--- src/rtl/reg_wr_arbiter.sv ---
// reg_wr_arbiter: round-robin write arbiter for an enable-loaded register bank (REG_WR_ARB_FIXED_PRIO_EN selects fixed priority)
module reg_wr_arbiter #(
  parameter int N_REQ = 4,
  parameter int N_REG = 4,
  parameter int DW = 8,
  parameter int AW = 2
)(
  input  logic              clk,
  input  logic              reset,
  input  logic [N_REQ-1:0]    req,
  input  logic [N_REQ*AW-1:0] wr_addr,
  input  logic [N_REQ*DW-1:0] wr_data,
  output logic [N_REQ-1:0]    ack,
  output logic [N_REG-1:0]    reg_en,
  output logic [DW-1:0]       reg_d,
  output logic [2:0]          grant_id,
  output logic                busy,
  output logic                addr_err
);
  typedef enum logic [1:0] {IDLE, WRITE, ACK} state_t;
  state_t state, state_n;
  logic [2:0] rr_ptr, win;
  logic found;
  int idx;
  logic [2*N_REQ-1:0] rot;
  logic [AW-1:0] waddr;
  logic [DW-1:0] wdata;
  // winner search upward from rr_ptr, wrapping, plus next-state selection
  always_comb begin
    win = '0;
    found = 1'b0;
    idx = 0;
    rot = {req, req} >> rr_ptr;
    for (int i = N_REQ-1; i >= 0; i--)
      if (rot[i]) begin
        idx = int'(rr_ptr) + i;
        win = 3'(idx >= N_REQ ? idx - N_REQ : idx);
        found = 1'b1;
      end
    waddr = wr_addr[win*AW +: AW];
    wdata = wr_data[win*DW +: DW];
    state_n = state == IDLE ? (found ? WRITE : IDLE) : state == WRITE ? ACK : IDLE;
  end
  // state register
  always_ff @(posedge clk or posedge reset)
    if (reset) state <= IDLE;
    else state <= state_n;
  // registered outputs; the enable is decoded at the latch edge so it lands in the WRITE cycle
  always_ff @(posedge clk or posedge reset)
    if (reset) begin
      ack <= '0;
      reg_en <= '0;
      reg_d <= '0;
      grant_id <= '0;
      addr_err <= 1'b0;
    end else begin
      ack <= state == WRITE ? N_REQ'(1) << grant_id : '0;
      reg_en <= '0;
      addr_err <= 1'b0;
      if (state == IDLE && found) begin
        grant_id <= win;
        reg_d <= wdata;
        reg_en <= int'(waddr) < N_REG ? N_REG'(1) << waddr : '0;
        addr_err <= int'(waddr) >= N_REG;
      end
    end
  assign busy = state != IDLE;
`ifdef REG_WR_ARB_FIXED_PRIO_EN
  assign rr_ptr = '0;
`else
  // advance the round-robin pointer past the winner once it is acknowledged
  always_ff @(posedge clk or posedge reset)
    if (reset) rr_ptr <= '0;
    else if (state == ACK) rr_ptr <= int'(grant_id) == N_REQ-1 ? '0 : grant_id + 3'd1;
`endif
endmodule

--- config.mk ---
export PLATFORM = sky130hd
export DESIGN_NAME = reg_wr_arbiter
export DESIGN_NICKNAME = d
export VERILOG_FILES = /design/src/rtl/reg_wr_arbiter.sv
export SDC_FILE = /design/constraint.sdc
export NUM_CORES = 1
export LEC_CHECK = 0
export ABC_AREA = 1
export CAP_MARGIN = 10
export CORE_MARGIN = 5
export CORE_UTILIZATION = 40
export DETAILED_ROUTE_END_ITERATION = 12
export PLACE_DENSITY = 0.76
export RECOVER_POWER = 25
export SYNTH_ARGS = -nofsm -noshare
export SYNTH_HDL_FRONTEND = slang
export SYNTH_SLANG_ARGS = --single-unit
--- constraint.sdc ---
create_clock -name clk -period 2.9 [get_ports clk]
set_input_delay 0.29 -clock clk [delete_from_list [all_inputs] [get_ports clk]]
set_output_delay 0.29 -clock clk [all_outputs]
set_load 0.01 [all_outputs]
==> results.txt <==
Max-slew headroom - 0.408
Die Area - 5240 µm²
Core area - 3720 µm²
Hold_buf cts - 0
CTS tree - built
Initial antenna violation count - 0
Root Buffer - clkbuf_8
#FFs+latches synth - 24
Die Wd - 72.4 µm
Clk_lat worst skew - 260 ps
Cell area after synthesis - 1560 µm²
Number of max-cap violations - 0
Most numerous cell on the critical path - nand2_1
CTS max path bufs - 2
Vias in the first global route - 1438
Synth Warn # - 0
Number of setup buffers added after CTS - 0
Min-Delay Startpoint - state[1]$_DFF_PP0_
Leakage Power - 1.11 nW
Post-synth top cells - nand2_1 (65), nand3_1 (54), dfrtp_1 (24)
Most frequent cell after synthesis - nand2_1
Setup Skew - 1.18 ps
Detail Route Antenna Nets - 0
Total number of vias - 1581
IO buf count - 65
Initial Utilization - 0.419
Area grow syn2layout - 47.3%
Buffers plus inverters on the worst setup path - 2
Initial drt markers - 152
Worst Max-Slew Pin Slew - 888 ps
TNS Setup - 0 ps
Die H - 72.4 µm
Crit path max-delay cell type - dfrtp_1
CTS Buf Count - 3
Fmax - 0.477 GHz
Ys async rst share - 1.00
Tcrit/Tclk final - 0.723
PD cells - 1150 nW/µm²
GRT Total Usage - 0.153
Pre-antenna DRT Iters - 4
Tightest Hold Check Type - reg -> reg
Worst-path clk slew - 90 ps
Cell Chain, Critical Path - inv_2 > nand2_1 > nand2_2 > nand2_2 > nand2_2 > inv_2 > nand2_1 > nand2_1 > nand2_2 > nand2_2 > nand2_1 > nand3_2 > nand2_1 > nand2_1 > nor2_1
Final Hold Viols - 0
Cell taking the most area after synthesis - dfrtp_1
Final Util - 0.618
Post-synth EDFFs - 0
Residual DRC count - 0
CTS HTree Levels - 1
Final WL - 4.09 mm
Post-cts resize count - 0
Routability Congestion - 0.862
Post-DP Area - 2220 µm²
Sequential share of the synthesized area - 0.386
Ports - 67
Max FO, Critical Path - 21
First-pass GRT wire length - 6.49 mm
Final setup fails - 0
Max VDD drop - 0.565 mV
Outcome - finished clean
Ant diodes - 0
CP peak stage delay - 490 ps
Synth top area share - 0.386
Post-route cell area - 2290 µm²
WL/cell - 12.4 µm
CP Launch Type - flip-flop
Global route overflow - 0
FF-to-FF Start - rr_ptr[0]$_DFFE_PP0N_
Fin cells - 329
Post-synthesis cell count - 218
Pins Over Slew Limit - 0
Fin crit period - 2100 ps
Layout Nets - 333
Pwr Total - 2.63 mW
CP startpoint - rr_ptr[0]$_DFFE_PP0N_
Crit Path Class - reg -> reg
Mean Syn Cell Area - 7.15 µm²
CP required - 3090 ps
Critical path capture point type - flip-flop
Layout cells sized above 1 - 0.0925
RSZ-0062 raised after global routing - no
Largest net degree at the start of global routing - 25
Cell count after placement - 325
Worst Path Arrival - 2290 ps
Clk sink count - 24
Top delay family on crit path - simple AND/OR/NAND/NOR gates
Post-synth top flop - dfrtp_1
Routed vias/inst - 4.81
Synth top area cells - dfrtp_1 (39%), nand3_1 (17%), nand2_1 (16%)
DP HPWL - 3.13 mm
Unique masters post-synth - 19
Synth Net Count - 269
Row cnt - 22
## cell type report
class	count	area, µm²
well taps	48	60.1
inverters	24	90.1
repair buffers	68	673
fillers	332	1420
flip-flops and latches	24	601
multi-input cells	161	800
clock buffers	3	41.3
clock inverters	1	30.0
## where the power goes
group	internal, mW	switching, mW	total (mW)
sequential	0.467	0.0788	0.546
combinational	0.705	1.09	1.79
clock	0.184	0.108	0.292
## worst register-to-register path: stages (launching register included)
cell	delay (ps)
dfrtp_1	490
inv_2	150
nand2_1	80
nand2_2	80
nand2_2	60
nand2_2	80
inv_2	30
nand2_1	50
nand2_1	60
nand2_2	180
nand2_2	280
nand2_1	160
nand3_2	80
nand2_1	90
nand2_1	70
nor2_1	100
## placed cells by master (no fill, tap or decap)
cell type        netlist  layout
clkdlybuf4s50_1        0      64
clkinv_1               2       2
inv_1                 18      18
a21boi_4               1       1
buf_4                  4       3
dlygate4sd3_1          0       1
o21ai_1                1       1
o21ai_0                5       5
ha_1                   5       5
a21boi_1               1       1
conb_1                 1       1
nor2_1                14      14
nand3_1               54      54
inv_2                  4       4
nand2_1               65      65
nand3_2                2       2
dfrtp_1               24      24
nand2_2               11      11
a31oi_4                1       1
bufinv_16              0       1
clkbuf_8               0       3
## per-stage QoR
stage	setup WS [ps]	hold WS, ps
final	803	453
after global routing	549	471
after CTS	794	453
after detailed placement	642	441
after global placement	711	432
after floorplan	1270	305
## layer usage
metal  GRT usage  wire length, µm  vias up
met3      0.0208              297        4
met2       0.268             1990       49
met1       0.196             1750      712
met4      0.0451               55        0
li1            -                -      816
met5           0                0        -
## cells by family after synthesis
logic type / after synthesis / share of synthesized area
other: 1 / 0.00241
buffers and inverters: 33 / 0.101
adder cells (fa/ha/maj): 5 / 0.0402
flip-flops: 24 / 0.386
AND/OR/NAND/NOR: 146 / 0.421
AO/OA/AOI/OAI: 9 / 0.0498
## path summary, 6_finish.rpt
path / slack, ps / end / cells past startpoint
max: 800 / reg_en[0]$_DFF_PP0_ / 15
min: 450 / state[1]$_DFF_PP0_ / 1
max reg2reg: 800 / reg_en[0]$_DFF_PP0_ / 15
min reg2reg: 450 / state[1]$_DFF_PP0_ / 1
max in group asynchronous: 1710 / reg_d[7]$_DFFE_PP0P_ / 2
min in group asynchronous: 650 / reg_d[2]$_DFFE_PP0P_ / 2
## flip-flops by register name, summed over array words and instances, names as in the netlist
register and count:
grant_id 3, reg_en 4, ack 4, state 2, reg_d 8, rr_ptr 3
Note: power is estimated with default switching activity, not from simulation.
